--- config.mk ---
export PLATFORM = sky130hd
export DESIGN_NAME = spi_master_arbiter_flat
export DESIGN_NICKNAME = d
export VERILOG_FILES = /design/src/rtl/spi_pkg.sv /design/src/rtl/spi_master_arbiter_if.sv /design/src/rtl/spi_shift_engine.sv /design/src/rtl/spi_master_arbiter.sv /design/src/flat_wrapper.sv
export SDC_FILE = /design/constraint.sdc
export NUM_CORES = 1
export LEC_CHECK = 0
export CAP_MARGIN = 20
export CORE_AREA = 3 3 85 87
export CTS_CLUSTER_SIZE = 30
export DETAILED_ROUTE_END_ITERATION = 10
export DIE_AREA = 0 0 88 90
export PLACE_DENSITY_LB_ADDON = 0.05
export SLEW_MARGIN = 15
export SYNTH_ARGS = -nofsm -noshare
export SYNTH_HDL_FRONTEND = slang
export SYNTH_SLANG_ARGS = --single-unit
--- constraint.sdc ---
create_clock -name clock -period 2.8 [get_ports clock]
set_clock_uncertainty 0.1 [all_clocks]
set_input_delay 0.56 -clock clock [delete_from_list [all_inputs] [get_ports clock]]
set_output_delay 0.56 -clock clock [all_outputs]
set_load 0.005 [all_outputs]
--- src/rtl/spi_pkg.sv ---
// Shared types, idle levels and round-robin helper for the SPI master arbiter.
package spi_pkg;

  typedef enum logic [2:0] {
    IDLE  = 3'd0,
    SETUP = 3'd1,
    SHIFT = 3'd2,
    HOLD  = 3'd3,
    GAP   = 3'd4
  } spi_state_t;

  localparam logic SPI_IDLE_NSS  = 1'b1;
  localparam logic SPI_IDLE_SCLK = 1'b0;

  // Requester vectors are carried at the maximum supported width.
  localparam int unsigned RR_MAX   = 4;
  localparam int unsigned RR_PTR_W = 2;

  // One-hot winner: first set req bit scanning upward from ptr, modulo n.
  function automatic logic [RR_MAX-1:0] rr_pick(
    input logic [RR_MAX-1:0]   req,
    input logic [RR_PTR_W-1:0] ptr,
    input int unsigned         n = RR_MAX
  );
    logic [RR_MAX-1:0] win;
    int unsigned       idx;
    win = '0;
    for (int unsigned i = 0; i < RR_MAX; i++) begin
      idx = (32'(ptr) + i) % n;
      if ((i < n) && (win == '0) && req[RR_PTR_W'(idx)]) begin
        win[RR_PTR_W'(idx)] = 1'b1;
      end
    end
    return win;
  endfunction

endpackage

--- src/rtl/spi_master_arbiter_if.sv ---
// SPI bus pins shared between the master controller and a slave device.
interface spi_master_arbiter_if;
  logic sclk;
  logic mosi;
  logic nss;
  logic miso;

  modport master (output sclk, output mosi, output nss, input miso);
  modport slave  (input sclk, input mosi, input nss, output miso);
endinterface

--- src/rtl/spi_shift_engine.sv ---
// Mode-0 shift engine: clock divider, sclk generation, bit counter and
// tx/rx shift registers. Loaded by start, shifts while run is high.
module spi_shift_engine
  import spi_pkg::*;
#(
  parameter int unsigned DATA_W  = 8,
  parameter int unsigned CLK_DIV = 2
) (
  input  logic              clock,
  input  logic              reset,
  input  logic              en,
  input  logic              start,
  input  logic              run,
  input  logic              sample_bit,
  input  logic [DATA_W-1:0] tx_word,
  output logic              tick_c,
  output logic              shift_done_c,
  output logic              sclk,
  output logic              mosi,
  output logic [DATA_W-1:0] rx_word
);

  localparam int unsigned DIV_W = (CLK_DIV > 1) ? $clog2(CLK_DIV) : 1;
  localparam int unsigned CNT_W = $clog2(DATA_W);

  logic [DIV_W-1:0]  div_cnt;
  logic [CNT_W-1:0]  bit_cnt;
  logic [DATA_W-1:0] tx_sr;

  assign tick_c       = (div_cnt == DIV_W'(CLK_DIV - 1));
  assign shift_done_c = run && tick_c && sclk && (bit_cnt == CNT_W'(DATA_W - 1));

  // Divider: counts CLK_DIV-cycle slots while a transfer is in flight.
  always_ff @(posedge clock or negedge reset) begin
    if (!reset) begin
      div_cnt <= '0;
    end else if (!en || tick_c) begin
      div_cnt <= '0;
    end else begin
      div_cnt <= div_cnt + DIV_W'(1);
    end
  end

  // Shifter: sample on sclk rise, present the next bit on sclk fall.
  always_ff @(posedge clock or negedge reset) begin
    if (!reset) begin
      sclk    <= SPI_IDLE_SCLK;
      mosi    <= 1'b0;
      bit_cnt <= '0;
      tx_sr   <= '0;
      rx_word <= '0;
    end else if (start) begin
      sclk    <= SPI_IDLE_SCLK;
      mosi    <= tx_word[DATA_W-1];
      bit_cnt <= '0;
      tx_sr   <= tx_word;
      rx_word <= '0;
    end else if (run && tick_c) begin
      if (!sclk) begin
        sclk    <= 1'b1;
        rx_word <= {rx_word[DATA_W-2:0], sample_bit};
      end else begin
        sclk    <= 1'b0;
        tx_sr   <= tx_sr << 1;
        mosi    <= tx_sr[DATA_W-2];
        bit_cnt <= bit_cnt + CNT_W'(1);
      end
    end
  end

endmodule

--- src/rtl/spi_master_arbiter.sv ---
// Round-robin SPI master shared by NUM_REQ requesters, mode 0, MSB first.
// Optional build macro SPI_ARB_LOOPBACK_EN adds a loopback input that feeds
// the transmitted bit back into the receive shifter instead of miso.
module spi_master_arbiter
  import spi_pkg::*;
#(
  parameter int unsigned NUM_REQ = 2,
  parameter int unsigned DATA_W  = 8,
  parameter int unsigned CLK_DIV = 2
) (
  input  logic                      clock,
  input  logic                      reset,
  input  logic [NUM_REQ-1:0]        req,
  input  logic [NUM_REQ*DATA_W-1:0] tx_data,
  output logic [NUM_REQ-1:0]        gnt,
  output logic [NUM_REQ-1:0]        done,
  output logic [DATA_W-1:0]         rx_data,
  output logic                      busy,
`ifdef SPI_ARB_LOOPBACK_EN
  input  logic                      loopback,
`endif
  spi_master_arbiter_if.master      spi
);

  localparam int unsigned PTR_W = RR_PTR_W;

  spi_state_t          state_q, state_d;
  logic [NUM_REQ-1:0]  gnt_q, gnt_d, done_q, done_d, win_q, win_d;
  logic [PTR_W-1:0]    ptr_q, ptr_d, ptr_next_c;
  logic                busy_q, busy_d, nss_q, nss_d;
  logic [DATA_W-1:0]   rx_q, rx_d, tx_sel_c, rx_word;
  logic [RR_MAX-1:0]   pick_full_c;
  logic [NUM_REQ-1:0]  pick_c;
  logic                unused_pick_c;
  logic                start_c, tick_c, shift_done_c, sample_bit_c;
  logic                sclk_w, mosi_w;

  // Winner, its transmit word and the pointer position after it.
  always_comb begin
    pick_full_c = rr_pick(RR_MAX'(req), ptr_q, NUM_REQ);
    pick_c      = pick_full_c[NUM_REQ-1:0];
    ptr_next_c  = ptr_q;
    tx_sel_c    = '0;
    for (int unsigned i = 0; i < NUM_REQ; i++) begin
      if (pick_c[i]) begin
        ptr_next_c = PTR_W'((i + 1) % NUM_REQ);
        tx_sel_c   = tx_data[i*DATA_W +: DATA_W];
      end
    end
  end

  assign unused_pick_c = ^pick_full_c;

`ifdef SPI_ARB_LOOPBACK_EN
  assign sample_bit_c = loopback ? mosi_w : spi.miso;
`else
  assign sample_bit_c = spi.miso;
`endif

  spi_shift_engine #(
    .DATA_W  (DATA_W),
    .CLK_DIV (CLK_DIV)
  ) u_engine (
    .clock        (clock),
    .reset        (reset),
    .en           (state_q != IDLE),
    .start        (start_c),
    .run          (state_q == SHIFT),
    .sample_bit   (sample_bit_c),
    .tx_word      (tx_sel_c),
    .tick_c       (tick_c),
    .shift_done_c (shift_done_c),
    .sclk         (sclk_w),
    .mosi         (mosi_w),
    .rx_word      (rx_word)
  );

  // Transfer sequencing: next state and next registered outputs.
  always_comb begin
    state_d = state_q;
    gnt_d   = gnt_q;
    done_d  = '0;
    win_d   = win_q;
    busy_d  = busy_q;
    nss_d   = nss_q;
    rx_d    = rx_q;
    ptr_d   = ptr_q;
    start_c = 1'b0;
    case (state_q)
      IDLE: begin
        if (|req) begin
          state_d = SETUP;
          gnt_d   = pick_c;
          win_d   = pick_c;
          busy_d  = 1'b1;
          nss_d   = 1'b0;
          ptr_d   = ptr_next_c;
          start_c = 1'b1;
        end
      end
      SETUP: begin
        if (tick_c) state_d = SHIFT;
      end
      SHIFT: begin
        if (shift_done_c) state_d = HOLD;
      end
      HOLD: begin
        if (tick_c) begin
          state_d = GAP;
          nss_d   = SPI_IDLE_NSS;
          gnt_d   = '0;
          done_d  = win_q;
          rx_d    = rx_word;
        end
      end
      GAP: begin
        if (tick_c) begin
          state_d = IDLE;
          busy_d  = 1'b0;
        end
      end
      default: state_d = IDLE;
    endcase
  end

  // State and output registers; reset aborts any transfer in flight.
  always_ff @(posedge clock or negedge reset) begin
    if (!reset) begin
      state_q <= IDLE;
      gnt_q   <= '0;
      done_q  <= '0;
      win_q   <= '0;
      busy_q  <= 1'b0;
      nss_q   <= SPI_IDLE_NSS;
      rx_q    <= '0;
      ptr_q   <= '0;
    end else begin
      state_q <= state_d;
      gnt_q   <= gnt_d;
      done_q  <= done_d;
      win_q   <= win_d;
      busy_q  <= busy_d;
      nss_q   <= nss_d;
      rx_q    <= rx_d;
      ptr_q   <= ptr_d;
    end
  end

  assign gnt      = gnt_q;
  assign done     = done_q;
  assign rx_data  = rx_q;
  assign busy     = busy_q;
  assign spi.nss  = nss_q;
  assign spi.sclk = sclk_w;
  assign spi.mosi = mosi_w;

endmodule

--- src/flat_wrapper.sv ---
// flat-port wrapper written by rule: the top's interface ports become plain ports
module spi_master_arbiter_flat import spi_pkg::*;
#(
  parameter int unsigned NUM_REQ = 2,
  parameter int unsigned DATA_W  = 8,
  parameter int unsigned CLK_DIV = 2
)
  (clock, reset, req, tx_data, gnt, done, rx_data, busy, spi_sclk, spi_mosi, spi_nss, spi_miso);
  spi_master_arbiter_if spi_i ();
  input  logic clock;
  input  logic reset;
  input  logic [NUM_REQ-1:0] req;
  input  logic [NUM_REQ*DATA_W-1:0] tx_data;
  output logic [NUM_REQ-1:0] gnt;
  output logic [NUM_REQ-1:0] done;
  output logic [DATA_W-1:0] rx_data;
  output logic busy;
  output wire logic [$bits(spi_i.sclk)-1:0] spi_sclk;
  output wire logic [$bits(spi_i.mosi)-1:0] spi_mosi;
  output wire logic [$bits(spi_i.nss)-1:0] spi_nss;
  input wire logic [$bits(spi_i.miso)-1:0] spi_miso;
  assign spi_sclk = spi_i.sclk;
  assign spi_mosi = spi_i.mosi;
  assign spi_nss = spi_i.nss;
  assign spi_i.miso = spi_miso;
  spi_master_arbiter #(.NUM_REQ(NUM_REQ), .DATA_W(DATA_W), .CLK_DIV(CLK_DIV)) u_core (.clock(clock), .reset(reset), .req(req), .tx_data(tx_data), .gnt(gnt), .done(done), .rx_data(rx_data), .busy(busy), .spi(spi_i));
endmodule
# Word level (Yosys, flattened, before mapping)
# Cells that the tools add are included.
dict set report word_totals {
  elab_cells 107
  output_inout_bits 16
  input_bits 21
  regBits 41
}
dict set report op_classes {
  eq_ne 11
  mux 49
  n_reduce_logical 25
  magnitude_cmp 4
  bitwise_logic 1
  n_addsub 3
}
# operator count
set ops {}
lappend ops {{two-way mux 8 bit} 5}
lappend ops {{two-way mux 3 bit} 8}
lappend ops {{two-way mux 1 bit} 21}
lappend ops {{two-way mux 7 bit} 3}
lappend ops {{case mux 3 bit (5 select lines)} 1}
lappend ops {{two-way mux 2 bit} 6}
lappend ops {{nonzero test 2 bit} 5}
lappend ops {{AND reduction 3 bit} 3}
lappend ops {{AND reduction 2 bit} 4}
lappend ops {{== test 3 x 2 -> 1 bit, second input constant} 2}
lappend ops {{== test 3 bit, second input constant} 2}
lappend ops {{logical AND 1 bit} 6}
lappend ops {{less-than comparator 1 x 3 -> 1 bit, second input constant} 2}
lappend ops {{inequality test 2 x 1 -> 1 bit, second input constant} 3}
lappend ops {{inequality test 2 bit, second input constant} 3}
lappend ops {{AND reduction 5 bit} 1}
lappend ops {{zero test 4 bit} 1}
lappend ops {{case mux 1 bit (2 select lines)} 2}
lappend ops {{case mux 2 bit (2 select lines)} 1}
lappend ops {{adder 3 x 1 -> 3 bit, second input constant} 1}
lappend ops {{== test 3 x 1 -> 1 bit, second input constant} 1}
lappend ops {{zero test 3 bit} 1}
lappend ops {{nonzero test 3 bit} 1}
lappend ops {{adder 1 bit, second input constant} 2}
lappend ops {{other kinds (6)} 8}

# Logic depth before layout (Yosys ltp)
dict set report depth {
  ltp_word 11
  mapped_depth 6
  depth_no_buf 5
}

# Hierarchy
# A second synthesis with hierarchy kept.
dict set report unflattened {
  hier_cells 172
  area_unflattened_um2 1889.3
}
# module cells_each seq_area_each_um2 area_each_um2 instances
set modules_own_cells {}
lappend modules_own_cells {spi_master_arbiter 81 501.7 962.2 1}
lappend modules_own_cells {spi_shift_engine 91 525.5 927.1 1}

# Worst setup path after synthesis
# No wires, ideal clock.
dict set report synth_path {
  kind {register to register}
  start {register u_core.state_q[2]}
  end {register u_core.rx_q[3], in the netlist u_core.rx_data[3]}
  t_arrival_ns 1.412
  n_path_buf 3
  setup_ns 0.125
  t_required_ns 2.575
  setup_slack_ns 1.163
  period_less_slack_ns 1.637
  path_stages_with_launch 6
  cell_sequence {dfrtp_1 -> buf_2 -> or3_1 -> buf_2 -> buf_6 -> mux2_4}
}
dict set report synth_between {
  elab_chain_len 2
}
# element line
set synth_rtl {}
lappend synth_rtl {{from (decl)} spi_master_arbiter.sv:27} ;# spi_state_t state_q, state_d;
lappend synth_rtl {{from (signal assigned)} spi_master_arbiter.sv:138} ;# state_q <= state_d;
lappend synth_rtl {{== test 3 x 2 -> 1 bit} spi_master_arbiter.sv:89} ;# case (state_q)
lappend synth_rtl {{AND reduction 2 bit (no source line)} -}
lappend synth_rtl {{to (signal assigned)} spi_master_arbiter.sv:144} ;# rx_q <= rx_d;
lappend synth_rtl {{to (decl)} spi_master_arbiter.sv:31} ;# logic [DATA_W-1:0] rx_q, rx_d, tx_sel_c, rx_word;
# No other way between the ends.
# A chain may end at the register's enable or synchronous reset.

# Worst setup path after layout
dict set report layout_path {
  start {input port req[0]}
  end {register u_core.u_engine.tx_sr[0]}
}
dict set report layout_between {
  elab_chain_len 9
  elab_cells_between_ends 18
  classes_between {mux (11); bitwise (1); reduce/logical (6)}
}
# element line
set layout_rtl {}
lappend layout_rtl {{from (decl)} flat_wrapper.sv:12} ;# input logic [NUM_REQ-1:0] req;
lappend layout_rtl {{two-way mux 1 bit (implied by the code) (2 in series)} spi_pkg.sv:30} ;# if ((i < n) && (win == '0) && req[RR_PTR_W'(idx)]) begin
lappend layout_rtl {{two-way mux 2 bit} spi_pkg.sv:30}
lappend layout_rtl {{zero test 4 bit} spi_pkg.sv:30}
lappend layout_rtl {{logical AND 1 bit} spi_pkg.sv:30}
lappend layout_rtl {{two-way mux 2 bit} spi_pkg.sv:30}
lappend layout_rtl {{two-way mux 8 bit (2 in series)} spi_master_arbiter.sv:45} ;# if (pick_c[i]) begin
lappend layout_rtl {{two-way mux 7 bit} spi_shift_engine.sv:52} ;# end else if (start) begin
lappend layout_rtl {{to (signal assigned)} spi_shift_engine.sv:56} ;# tx_sr <= tx_word;
lappend layout_rtl {{to (signal assigned)} spi_shift_engine.sv:64} ;# tx_sr <= tx_sr << 1;
lappend layout_rtl {{to (decl)} spi_shift_engine.sv:28} ;# logic [DATA_W-1:0] tx_sr;
# Several ways; a longest one is shown, not always the timed one. The select of a mux whose other input is x is not followed.

==> flow_summary_export.csv <==
group,metric,value,unit
run_status,outcome,"finished, final reports clean",
global_routing,grt-ovfl-total,0,
yosys,synth_edf_count,0,
yosys,synth_nets,197,
final_layout,design_area,2460,um^2
worst_setup_path,crit_required,2930,ps
timing,rsz0062_at_grt,"false",
final_layout,final_util,38.4,%
worst_setup_path,r2r_slack,880,ps
timing,hold-worst-slack,307,ps
worst_setup_path,critPathBufInv,1,
clock_network,postCtsSetupBuffers,0,
power_and_ir_drop,p_total,2.21,mW
worst_setup_path,crit_path_start_kind,"input pin",
yosys,avgSynthCellArea,11.1,um^2
worst_setup_path,arrival,2230,ps
timing,postLayoutSetupSlackWorst,702,ps
clock_network,cts.clk_slew.worst_paths,80,ps
job,max-cap-violations,0,
power_and_ir_drop,leakage,1.05,nW
routing,routed_wl,4.66,mm
timing,max_freq,477,MHz
worst_setup_path,cp_slowest_cell,"a21boi_1",
yosys,synth_seq_area_share,53.0,%
clock_network,cts_buffers,5,
clock_network,clock-root-buffer,"clkbuf_8",
floorplan,fp.dieH,90,um
worst_setup_path,rr_worst_depth,3,
floorplan,dieArea,7920,um^2
timing,finalMaxSlewViolations,0,
placement,port_buffers,36,
routing,wl_met2,2.17,mm
worst_setup_path,crit_family,"compound AO/OA/AOI/OAI gates",
worst_setup_path,r2r_end,"u_core.rx_data[3]",
final_layout,diodes,0,
clock_network,clkSinkCount,41,
worst_setup_path,path_class,"in2reg",
clock_network,hold_buffers,0,
global_routing,grt_first_pass_wirelength,7.85,mm
floorplan,ios,37,
yosys,netlist_instances,174,
final_layout,layout.cells.non_filler,287,
yosys,synth_cell_type_count,44,
routing,wl_per_cell,16.2,um
routing,num_vias,1506,
global_routing,grt_pass1_vias,1571,
final_layout,nNetsFinal,232,
routing,vias_per_cell,5.25,
placement,place_hpwl,3.27,mm
global_routing,antenna_found_initial,0,
timing,post-route-min-period,2100,ps
yosys,synth_flop_cell,"dfrtp_1",
clock_network,cts_max_path_buffers,2,
placement,dpl.cell_count,279,
floorplan,coreArea,6420,um^2
routing,drt_first_pass_iters,4,
power_and_ir_drop,vdd_drop_max,402,uV
final_layout,synthToLayoutAreaGrowth,27.1,%
yosys,syn_area,1940,um^2
placement,post-place-ws,385,ps
worst_setup_path,worstReg2RegStart,"u_core.state_q[0]",
routing,drtIter0Drc,67,
floorplan,start_util,30.2,%
routing,drc,0,
yosys,ys_warn_count,0,
placement,placedInstanceArea,2360,um^2
routing,met1Wirelength,2.12,mm
timing,final.setup.tns,0,ps
placement,globalplace.congestion,0.787,
yosys,async_flop_share,100,%
power_and_ir_drop,powerDensity,899,nW/um^2
worst_setup_path,end_kind,"register",
timing,relSlewSlack,37.6,%
hold_path,hp-class,"in2async",
routing,ant_nets,0,
timing,post-route-period-util,74.9,%
floorplan,die_x,88,um
clock_network,cts_tree,"done",
clock_network,cts_resized,0,
timing,worstMarginPinSlew,936,ps
worst_setup_path,path_max_fanout,10,
yosys,ys_ff_latch,41,
global_routing,grt_max_degree,42,
global_routing,grt_use_total,12.6,%
final_layout,drive_gt1_share,13.3,%
clock_network,h-tree-depth,2,
timing,setup_viol,0,
routing,routed.top_layer,"met4",
worst_setup_path,critPathMaxStageDelay,730,ps
floorplan,row_count,29,
clock_network,clock_latency,290,ps
worst_setup_path,path_cells,"clkdlybuf4s50_1 > a21boi_1 > and3_1 > a221o_1",
routing,dr_wl_met3,321,um
timing,finalHoldViolCount,0,
-- Yosys cell counts (2+ instances only) --
cell type / count / area (um^2)
mux2i_1: 7 / 70.1
a21oi_1: 6 / 30.0
a22oi_1: 2 / 15.0
nand2b_1: 8 / 50.1
nor3_1: 3 / 15.0
a22o_1: 8 / 70.1
nor2_1: 9 / 33.8
dfrtp_1: 40 / 1000
nand2_1: 4 / 15.0
nand3_1: 9 / 45.0
o22ai_1: 7 / 43.8
nand4_1: 7 / 43.8
ha_1: 2 / 25.0
and3_1: 2 / 12.5
buf_2: 4 / 20.0
or3_1: 2 / 12.5
clkbuf_1: 5 / 18.8
mux2_2: 4 / 45.0
inv_1: 6 / 22.5
mux2_4: 4 / 60.1
o21ai_0: 6 / 30.0
o211ai_1: 7 / 52.6
-- kinds of logic after synthesis --
kind of cell / share of synthesized area [%]
multiplexers: 9.04
XOR/XNOR: 0.452
AND/OR/NAND/NOR: 14.3
buffers and inverters: 4.52
adder cells (fa/ha/maj): 1.29
flip-flops: 53.0
AO/OA/AOI/OAI: 17.4
-- layer usage --
metal / vias to the layer above / track usage (%)
met5: - / 0
met3: 4 / 3.75
li1: 718 / -
met2: 40 / 19.5
met1: 744 / 16.8
met4: 0 / 3.84
-- how the worst max path moves through the flow --
stage                     cells past startpoint                          to  slack (ps)               from
after floorplan                               5           u_core.rx_data[3]        1160  u_core.state_q[2]
after global placement                        4    u_core.u_engine.tx_sr[0]         400             req[0]
after detailed placement                      4    u_core.u_engine.tx_sr[0]         380             req[0]
after CTS                                     4    u_core.u_engine.tx_sr[0]         680             req[0]
after global routing                          4  u_core.u_engine.rx_word[1]         560             req[1]
final                                         4    u_core.u_engine.tx_sr[0]         700             req[0]
-- power by group --
part	leakage (nW)	switching [mW]	internal [mW]
combinational	0.451	0.461	0.423
sequential	0.541	0.153	0.746
clock	0.0549	0.204	0.228
total	1.05	0.818	1.40
-- sequential cells by signal, indices dropped and copies added, names as in the netlist, 2 cells and up --
register / flops
u_core.gnt: 2
u_core.rx_data: 8
u_core.u_engine.bit_cnt: 3
u_core.win_q: 2
u_core.done: 2
u_core.u_engine.tx_sr: 7
u_core.u_engine.rx_word: 8
u_core.state_q: 3
-- placed cells by master (no fill, tap or decap), types with 2 or more instances in the layout --
| cell type | netlist | final |
|---|---|---|
| mux2_2 | 4 | 4 |
| clkbuf_8 | 0 | 7 |
| or3_1 | 2 | 2 |
| nand2_1 | 4 | 4 |
| clkdlybuf4s50_1 | 0 | 35 |
| mux2_4 | 4 | 4 |
| nor2_1 | 9 | 9 |
| nand2b_1 | 8 | 8 |
| mux2i_1 | 7 | 7 |
| buf_4 | 1 | 4 |
| dfrtp_1 | 40 | 40 |
| nand3_1 | 9 | 9 |
| a21oi_1 | 6 | 6 |
| o211ai_1 | 7 | 7 |
| inv_1 | 6 | 6 |
| o21ai_0 | 6 | 6 |
| ha_1 | 2 | 2 |
| a22oi_1 | 2 | 2 |
| nand4_1 | 7 | 7 |
| o22ai_1 | 7 | 7 |
| nor3_1 | 3 | 3 |
| a22o_1 | 8 | 8 |
| and3_1 | 2 | 2 |
-- cell type report --
class	count	area (um^2)
clock buffer	7	96.3
clock inverter	1	8.76
fill	637	3960
inverter	7	26.3
multi-input combinational	114	823
sequential	41	1030
tap	77	96.3
timing repair buffer	40	385
No activity file was read; power rests on OpenSTA's default activity.
